File: config.mk
export PLATFORM = sky130hd
export DESIGN_NAME = vc_fifo
export DESIGN_NICKNAME = d
export VERILOG_FILES = /design/src/rtl/vc_fifo.sv
export SDC_FILE = /design/constraint.sdc
export NUM_CORES = 1
export LEC_CHECK = 0
export CAP_MARGIN = 25
export CORE_UTILIZATION = 41
export DETAILED_ROUTE_END_ITERATION = 10
export DONT_BUFFER_PORTS = 1
export GPL_ROUTABILITY_DRIVEN = 0
export GPL_TIMING_DRIVEN = 0
export PLACE_DENSITY_LB_ADDON = 0.2
export SYNTH_ARGS = -nofsm -noshare
export SYNTH_HDL_FRONTEND = slang
export SYNTH_SLANG_ARGS = --single-unit
File: constraint.sdc
create_clock -name clk -period 2.45 [get_ports clk]
set_input_delay 0.1225 -clock clk [delete_from_list [all_inputs] [get_ports clk]]
set_output_delay 0.1225 -clock clk [all_outputs]
set_load 0.1 [all_outputs]
File: src/rtl/vc_fifo.sv
// vc_fifo: per-virtual-channel output buffer with almost-full pause flag.
// Optional build macro VC_FIFO_ERR_CLEAR_EN adds the err_clr input, which
// clears the sticky error flag. Without the macro, error clears only on reset.
module vc_fifo #(
   parameter int unsigned DATA_WIDTH = 6,
   parameter int unsigned ADDR_WIDTH = 2
) (
   input  logic                  clk,
   input  logic                  reset,
   input  logic                  push,
   input  logic [DATA_WIDTH-1:0] data_in,
   input  logic                  pop,
   input  logic [ADDR_WIDTH:0]   th_afull,
   input  logic [ADDR_WIDTH:0]   th_aempty,
`ifdef VC_FIFO_ERR_CLEAR_EN
   input  logic                  err_clr,
`endif
   output logic [DATA_WIDTH-1:0] data_out,
   output logic                  valid_out,
   output logic                  full,
   output logic                  empty,
   output logic                  pause,
   output logic                  almost_empty,
   output logic                  error,
   output logic [ADDR_WIDTH:0]   count
);

   localparam int unsigned DEPTH = 2 ** ADDR_WIDTH;
   localparam int unsigned CW    = ADDR_WIDTH + 1;

   logic [DATA_WIDTH-1:0] mem [DEPTH];
   logic [ADDR_WIDTH-1:0] wr_ptr;
   logic [ADDR_WIDTH-1:0] rd_ptr;
   logic                  pop_ok;
   logic                  push_ok;
   logic                  err_evt;

   // Accept/reject decisions; a push into a full buffer is allowed only when a pop frees a slot
   always_comb begin
      pop_ok  = 1'b0;
      push_ok = 1'b0;
      err_evt = 1'b0;
      pop_ok  = pop && (count != CW'(0));
      push_ok = push && ((count != CW'(DEPTH)) || pop_ok);
      err_evt = (push && !push_ok) || (pop && !pop_ok);
   end

   // Storage array; contents are don't-care after reset
   always_ff @(posedge clk) begin
      if (push_ok) begin
         mem[wr_ptr] <= data_in;
      end
   end

   // Pointers and occupancy
   always_ff @(posedge clk or posedge reset) begin
      if (reset) begin
         wr_ptr <= '0;
         rd_ptr <= '0;
         count  <= '0;
      end else begin
         if (push_ok) begin
            wr_ptr <= wr_ptr + ADDR_WIDTH'(1);
         end
         if (pop_ok) begin
            rd_ptr <= rd_ptr + ADDR_WIDTH'(1);
         end
         if (push_ok && !pop_ok) begin
            count <= count + CW'(1);
         end else if (pop_ok && !push_ok) begin
            count <= count - CW'(1);
         end
      end
   end

   // Registered read port: data_out holds its value when no pop is accepted
   always_ff @(posedge clk or posedge reset) begin
      if (reset) begin
         data_out  <= '0;
         valid_out <= 1'b0;
      end else begin
         valid_out <= pop_ok;
         if (pop_ok) begin
            data_out <= mem[rd_ptr];
         end
      end
   end

   // Sticky overflow/underflow flag; a new event wins over a clear request
   always_ff @(posedge clk or posedge reset) begin
      if (reset) begin
         error <= 1'b0;
      end else if (err_evt) begin
         error <= 1'b1;
`ifdef VC_FIFO_ERR_CLEAR_EN
      end else if (err_clr) begin
         error <= 1'b0;
`endif
      end
   end

   // Status flags decoded from the occupancy register
   always_comb begin
      full         = (count == CW'(DEPTH));
      empty        = (count == CW'(0));
      pause        = (count >= th_afull);
      almost_empty = (count <= th_aempty);
   end

endmodule

== Word-level counts from Yosys, hierarchy flattened ==
Memories as Yosys holds them, arrays and structs flattened. A register that Yosys moved wholly into a read port is not among the register bits.
Index checks and enable logic that the tools add are counted.
Storage, ports and cells
  register bits after elaboration: 9
  latch bits: 0
  memory bits (writable): 24
  ROM bits: 0
  input port bits: 16
  output and inout bits: 15
  logic and storage cells: 31
  memories: 1
Operators by class
  $add $sub $neg: 4
  $mul: 0
  div/mod/pow operators: 0
  order comparisons: 2
  equal/unequal tests: 2
  shift operators: 0
  multiplexer cells: 4
  bitwise operators: 0
  reductions and logical operators: 13
Memory list
  mem: depth 4, width 6, read ports 1, clocked after Yosys merged registers in 1, write ports 1, RTL line 31  | logic [DATA_WIDTH-1:0] mem [DEPTH];
Operators with widths (count)
  $logic_and 1x1->1: 6
  $mux 3: 2
  $add 2x1->2 const B: 2
  $add 3x1->3 const B: 1
  $eq 3x3->1 const B: 1
  $ge 3x3->1: 1
  $le 3x3->1: 1
  $logic_not 3->1: 1
  $ne 3x3->1 const B: 1
  $reduce_bool 3->1: 1
  $sub 3x1->3 const B: 1
  $logic_not 1->1: 2
  $logic_or 1x1->1: 2
  $mux 1: 2
  $reduce_bool 2->1: 1

== Logic depth before layout (Yosys ltp) ==
Gate-level depths: netlist of the first run.
  depth after elaboration: 8
  depth in mapped cells: 8
  mapped depth without buffers: 8

== Worst setup path before layout of the first run ==
OpenSTA, ideal clock, no wires.
  path kind: flip-flop to flip-flop
  from: register count[2]
  to: register count[1]
  library setup time: 127 ps
  arrival: 3228 ps
  data required time: 2323 ps
  setup slack: -905 ps
  stages on the path, launching flop included: 7
  buffers on the path: 0
  period minus slack after synthesis: 3355 ps
  path through: dfrtp_1 -> nor3b_4 -> a21boi_4 -> ha_1 -> inv_1 -> fa_1 -> mux2_2
Between the ends
  longest elaborated chain between the ends: 7
  elaborated cells between the ends (all ways): 11
  those cells by class: 1 x eq/ne; 1 x mux; 9 x reduce/logical
Ends and longest elaborated chain
  start: declaration: RTL line 25  | output logic [ADDR_WIDTH:0] count
  start signal: assignment: RTL line 69  | count <= count + CW'(1);
  start signal: assignment: RTL line 71  | count <= count - CW'(1);
  $reduce_bool 3->1: RTL line 43  | pop_ok = pop && (count != CW'(0));
  $logic_and 1x1->1: RTL line 43
  $logic_or 1x1->1 (*): RTL line 44  | push_ok = push && ((count != CW'(DEPTH)) || pop_ok);
  $logic_and 1x1->1 (*): RTL line 44
  via push_ok: RTL line 35  | logic push_ok;
  $logic_not 1->1: RTL line 70  | end else if (pop_ok && !push_ok) begin
  $logic_and 1x1->1: RTL line 70
  $reduce_bool 2->1 (no source line)
The timed path passes the listed nets; every way through them passes the cells marked *.
A chain may end at the register's enable or synchronous reset.

== Worst setup path after layout of the first run ==
  from: register count[1]
  to: output almost_empty
Between the ends
  longest elaborated chain between the ends: 1
Ends and longest elaborated chain
  $le 3x3->1: RTL line 107  | almost_empty = (count <= th_aempty);
  end: declaration: RTL line 23  | output logic almost_empty,
No other way between the ends.

==> results.json, run 1 <==
{
  "outcome": "finished clean",
  "drive_gt1_share_pct": 22.56,
  "htreeDepth": 2,
  "start_util_pct": 43.29,
  "synth_area_leader_cell": "edfxtp_1",
  "overflow": 0,
  "period_minus_slack_ns": 2.314,
  "hold_path_class": "in -> reg",
  "seqCellArea_sq_um": 1107,
  "seq_area_frac_synth_pct": 62.84,
  "skew_ns": 0.004693,
  "drt_iter0_markers": 58,
  "drt_wl_total_um": 2776,
  "slowest_stage": "dfrtp_4",
  "fill_cells": 353,
  "maxCapViolations": 0,
  "cp_top_family": "compound AO/OA/AOI/OAI gates",
  "area_growth_pct": 16.86,
  "r2r_end": "count[2]$_DFFE_PP0P_",
  "slowest_delay_ns": 0.70,
  "ant_nets": 0,
  "clkSinkCount": 39,
  "die_x_um": 67.23,
  "yosys_warnings": 0,
  "period_share_pct": 94.46,
  "clockBufferDepth": 2,
  "synth-edff-count": 24,
  "tightest_slew_ns": 0.9854,
  "antenna_found_initial": 0,
  "synth_area_sq_um": 1744,
  "antenna_cells": 0,
  "path_cells": "ha_1 -> nor2b_1 -> o21a_1 -> o21ai_4",
  "synthTopCellsByCount": "edfxtp_1, nand2_1, dfrtp_1",
  "ff2ff_setup_slack_ns": 0.15,
  "fin_cells": 183,
  "rsz0062_at_grt": "no",
  "io-pin-count": 31,
  "synth_fp_nets": 143,
  "slew_headroom_pct": 34.10,
  "r2r-start": "count[2]$_DFFE_PP0P_",
  "fin_setup_tns_ns": 0,
  "syn_area_per_cell_sq_um": 15.17,
  "multiInputGateArea_sq_um": 621.8,
  "whs_endpoint": "error$_DFFE_PP0P_",
  "async_flop_share_pct": 38.46,
  "cts_root_buffer": "clkbuf_8",
  "post_drt_wl_per_cell_um": 15.17,
  "netlist.area_leader.share_pct": 41.32,
  "core_area_sq_um": 4029,
  "synth_area_leaders": "edfxtp_1, dfrtp_1, ha_1",
  "fin_nets": 160,
  "vias": 910,
  "yosys.cell_types.count": 29,
  "synth.most_common_cell": "edfxtp_1",
  "critPathRequiredTime_ns": 2.33,
  "place_inst": 167,
  "grt_pass1_vias": 959,
  "min_from": "pop",
  "port_buffers": 0,
  "drc": 0,
  "start_kind": "flop",
  "cts-buffers-inserted": 5,
  "hold_path_depth": 2,
  "clk_pin_slew_ns": 0.07,
  "final_cell_area_sq_um": 2038,
  "crit_arrival_ns": 2.19,
  "fmax_ghz": 0.4321,
  "synthFlopType": "edfxtp_1",
  "yosys_register_bits": 39,
  "routed_via_density": 4.973,
  "worstRegToRegCells": 8,
  "clkLatencyLatePin_ns": 0.29,
  "syn_inst": 115,
  "postPlaceCellArea_sq_um": 1867,
  "die_h_um": 67.23,
  "gr-usage-all-layers_pct": 14.66,
  "setup_viol": 0,
  "slew_violations": 0,
  "dieArea_sq_um": 4519,
  "worstSetupPathType": "reg -> out",
  "path_max_fanout": 8,
  "grt_pass1_wl_um": 4436,
  "finalHoldViolations": 0,
  "dp_hpwl_um": 1928,
  "critPathCaptureType": "primary output",
  "grt_max_degree": 16,
  "final_util_pct": 50.59,
  "cts_tree": "done",
  "first_pass_iters": 4,
  "critPathBufInv": 0,
  "num_rows": 23
}
[cells by family (layout without fill, tap and decap cells)]
| group | count (synthesis) | in the layout | share of synthesized area (%) |
|---|---|---|---|
| adders and majority gates | 12 | 12 | 9.039 |
| buffers and inverters | 13 | 31 | 3.013 |
| and+or+nand+nor | 29 | 29 | 8.249 |
| xor gates and xnor gates | 6 | 6 | 3.013 |
| muxes | 8 | 8 | 9.254 |
| DFF | 39 | 39 | 62.84 |
| AOI/OAI and AO/OA | 8 | 8 | 4.591 |
[repair_timing]
action / in CTS / in global routing
resized for setup: 1 / 1
cloned: 0 / 0
hold buffers: 7 / 0
buffers inserted: 1 / 0
endpoints found under the hold margin: 39 / 0
pin swaps: 1 / 0
endpoints found under the setup margin: 2 / 1
[registers in the layout, indices dropped and copies added (netlist names)]
name and cells:
count 3, mem 24, valid_out 1, rd_ptr 2, error 1, wr_ptr 2, data_out 6
[how the worst max path moves through the flow]
stage | from | end | slack [ns] | depth (start not counted)
2_1_floorplan | count[2]$_DFFE_PP0P_ | count[1]$_DFFE_PP0P_ | -0.41 | 6
3_3_place_gp | count[2]$_DFFE_PP0P_ | count[1]$_DFFE_PP0P_ | -0.51 | 6
3_5_place_dp | count[0]$_DFFE_PP0P_ | count[2]$_DFFE_PP0P_ | -0.02 | 7
4_1_cts | count[0]$_DFFE_PP0P_ | pause | 0.04 | 5
5_1_grt | count[2]$_DFFE_PP0P_ | count[2]$_DFFE_PP0P_ | 0.008 | 8
6_report | count[1]$_DFFE_PP0P_ | almost_empty | 0.14 | 4
[placed cells by master, fill, tap and decap left out, drive strengths merged]
cell | synthesis | layout
edfxtp | 24 | 24
nand2 | 19 | 19
dfrtp | 15 | 15
inv | 11 | 11
ha | 11 | 11
dlygate4sd3 | 0 | 7
mux4 | 6 | 6
clkbuf | 0 | 6
buf | 2 | 5
xnor2 | 4 | 4
and2 | 4 | 4
xor2 | 2 | 2
mux2 | 2 | 2
a21o | 2 | 2
o31ai | 1 | 1
nor3b | 1 | 1
a21boi | 1 | 1
nor3 | 1 | 1
nor2b | 1 | 1
o21a | 1 | 1
nand3 | 1 | 1
o21ai | 1 | 1
nand2b | 1 | 1
a21oi | 1 | 1
o21bai | 1 | 1
nor2 | 1 | 1
fa | 1 | 1
clkinv | 0 | 1
clkinvlp | 0 | 1
[routing by layer]
layer / global-route usage (%) / share of wire (%) / vias up
met2: 25.25 / 50 / 35
li1: - / - / 431
met1: 15.77 / 40 / 436
met4: 7.979 / 2.1 / 0
met5: 0 / 0 / -
met3: 4.899 / 7.6 / 8
[stage by stage]
stage               hold slack [ns]  setup slack, ns
floorplan                   0.02404          -0.4133
global placement            0.09765          -0.5135
detailed placement           0.1269         -0.01515
CTS                        0.007074          0.03743
global route                0.03776         0.007516
finish                      0.02157           0.1357
[cell type report]
type	count	area share (%)
Tap cell	50	3.069
Buffer	2	0.4297
Multi-Input combinational cell	63	30.51
Sequential cell	39	54.33
Inverter	11	2.149
Timing Repair Buffer	10	5.341
Clock inverter	2	0.6139
Clock buffer	6	3.560
Power of run 1 is not shown: default switching activity piles up to over one toggle a cycle in this logic, so the estimate is an artifact.
==> run 2: changes to the inputs <==
--- a/config.mk
+++ b/config.mk
@@ -7,6 +7,7 @@
 export LEC_CHECK = 0
 export CAP_MARGIN = 25
 export CORE_UTILIZATION = 41
+export CTS_CLUSTER_DIAMETER = 80
 export DETAILED_ROUTE_END_ITERATION = 10
 export DONT_BUFFER_PORTS = 1
 export GPL_ROUTABILITY_DRIVEN = 0
==> constraint.sdc (replaced) <==
create_clock -name clk -period 2.45 [get_ports clk]
set_input_delay 0.49 -clock clk [delete_from_list [all_inputs] [get_ports clk]]
set_output_delay 0.49 -clock clk [all_outputs]
set_load 0.1 [all_outputs]
==> run 2 against run 1 <==
Compared with the run above:
- the flow now finishes with violations (setup timing)
- global-route usage decreased by 0.17 points
- fmax is 12% lower
- sequential share of layout area shrank 0.17 points
- design area increased by 0.31%
- critical path type unchanged
==> results.json, run 2 (synthesis gave the netlist of run 1 again) <==
{
  "finalHoldViolations": 0,
  "tightest_slew_ns": 0.9842,
  "clkLatencyLatePin_ns": 0.29,
  "gr-usage-all-layers_pct": 14.49,
  "drt_wl_total_um": 2822,
  "post_drt_wl_per_cell_um": 16.03,
  "maxCapViolations": 0,
  "setup_viol": 1,
  "cp_top_family": "compound AO/OA/AOI/OAI gates",
  "die_x_um": 67.23,
  "ant_nets": 0,
  "final_cell_area_sq_um": 2044,
  "drt_iter0_markers": 34,
  "clockBufferDepth": 2,
  "first_pass_iters": 3,
  "critPathRequiredTime_ns": 1.96,
  "antenna_cells": 0,
  "fmax_ghz": 0.3792,
  "drc": 0,
  "htreeDepth": 2,
  "final_util_pct": 50.75,
  "grt_pass1_wl_um": 4340,
  "io-pin-count": 31,
  "routed_via_density": 4.966,
  "grt_pass1_vias": 916,
  "vias": 874,
  "antenna_found_initial": 0,
  "cts_root_buffer": "clkbuf_8",
  "core_area_sq_um": 4029,
  "violations": "setup timing",
  "slew_headroom_pct": 34.17,
  "clk_pin_slew_ns": 0.08,
  "num_rows": 23,
  "clkSinkCount": 39,
  "hold_ws_ns": 0.1332,
  "dieArea_sq_um": 4519,
  "period_minus_slack_ns": 2.637,
  "slew_violations": 0,
  "dp_hpwl_um": 1934,
  "fin_ws_ns": -0.1875,
  "cts_tree": "done",
  "port_buffers": 0,
  "start_kind": "flop",
  "reg_top3": "mem (24), data_out (6), count (3)",
  "fill_cells": 333,
  "outcome": "complete, but fails checks",
  "final_common_cell": "edfxtp_1",
  "critPathBufInv": 0,
  "fin_nets": 153,
  "die_h_um": 67.23,
  "drive_gt1_share_pct": 29.37,
  "fin_setup_tns_ns": -0.1875,
  "layout_common_cells": "edfxtp_1, nand2_1, dfrtp_1",
  "start_util_pct": 43.29,
  "hold_path_class": "in -> async",
  "period_share_pct": 107.7,
  "cts-buffers-inserted": 5,
  "largest_reg_flops": 24,
  "slowest_delay_ns": 0.71,
  "overflow": 0,
  "crit_arrival_ns": 2.15,
  "ff2ff_setup_slack_ns": 0.15,
  "rsz0062_at_grt": "yes",
  "path_max_fanout": 8,
  "critPathCaptureType": "primary output",
  "grt_max_degree": 16,
  "worstSetupPathType": "reg -> out",
  "area_growth_pct": 17.22,
  "skew_ns": 0.009755,
  "largest-register": "mem",
  "slowest_stage": "dfrtp_4",
  "path_cells": "ha_4 -> nor2b_4 -> o21a_1 -> o21ai_4",
  "postPlaceCellArea_sq_um": 1867
}
-- run 2: cell types whose count changed in the layout (fill, tap and decap cells not counted), sizes merged --
cell	previous run	this run
clkbuf	6	5
dlygate4sd3	7	0
bufinv	0	1
clkinvlp	1	0
clkinv	1	2
-- run 2: worst reg2reg max path: stages (launching register included) --
cell and delay (ns):
dfrtp_4 0.66, nor3b_4 0.25, a21boi_4 0.25, ha_2 0.25, inv_2 0.04, fa_1 0.37, xor2_1 0.15, nor2_1 0.11
xor2_1 0.14
-- run 2: path summary, 6_finish.rpt --
| kind | endpoint | cells past startpoint | from |
|---|---|---|---|
| setup / recovery | almost_empty | 4 | count[1]$_DFFE_PP0P_ |
| hold / removal | valid_out$_DFF_PP0_ | 1 | reset |
| setup reg to reg | count[2]$_DFFE_PP0P_ | 8 | count[2]$_DFFE_PP0P_ |
| hold reg to reg | wr_ptr[1]$_DFFE_PP0P_ | 1 | wr_ptr[1]$_DFFE_PP0P_ |
| max in group asynchronous | count[2]$_DFFE_PP0P_ | 1 | reset |
| min in group clk | mem[1][4]$_DFFE_PP_ | 0 | data_in[4] |
-- run 2: what timing repair did --
item	CTS	global route
endpoints found under the setup margin	3	2
setup buffers	1	0
hold buffers	0	0
pin swaps	4	2
resized for setup	7	2
-- run 2: metal layers --
layer | vias to the layer above | GRT usage, % | share of wire [%]
met4 | 0 | 7.979 | 1.5
met3 | 4 | 6.926 | 7.9
met5 | - | 0 | 0
met1 | 420 | 15.14 | 41
met2 | 33 | 23.88 | 50
li1 | 417 | - | -
-- run 2: layout make-up --
cell class	count	area [sq um]	area share (%)
Buffer	2	8.758	0.4284
Clock buffer	5	68.82	3.366
Timing Repair Buffer	3	38.79	1.897
Tap cell	50	62.56	3.060
Multi-Input combinational cell	63	668.1	32.68
Inverter	11	46.29	2.264
Sequential cell	39	1107	54.16
Clock inverter	3	43.79	2.142
-- run 2: metrics by stage --
stage               worst slack (ns)  instances
detailed placement           -0.1855        167
finish                       -0.1875        176
global route                 -0.2457        176
global placement             -0.5030        165
floorplan                    -0.4034        115
CTS                          -0.2346        176
Power of run 2 is left out for the same reason.
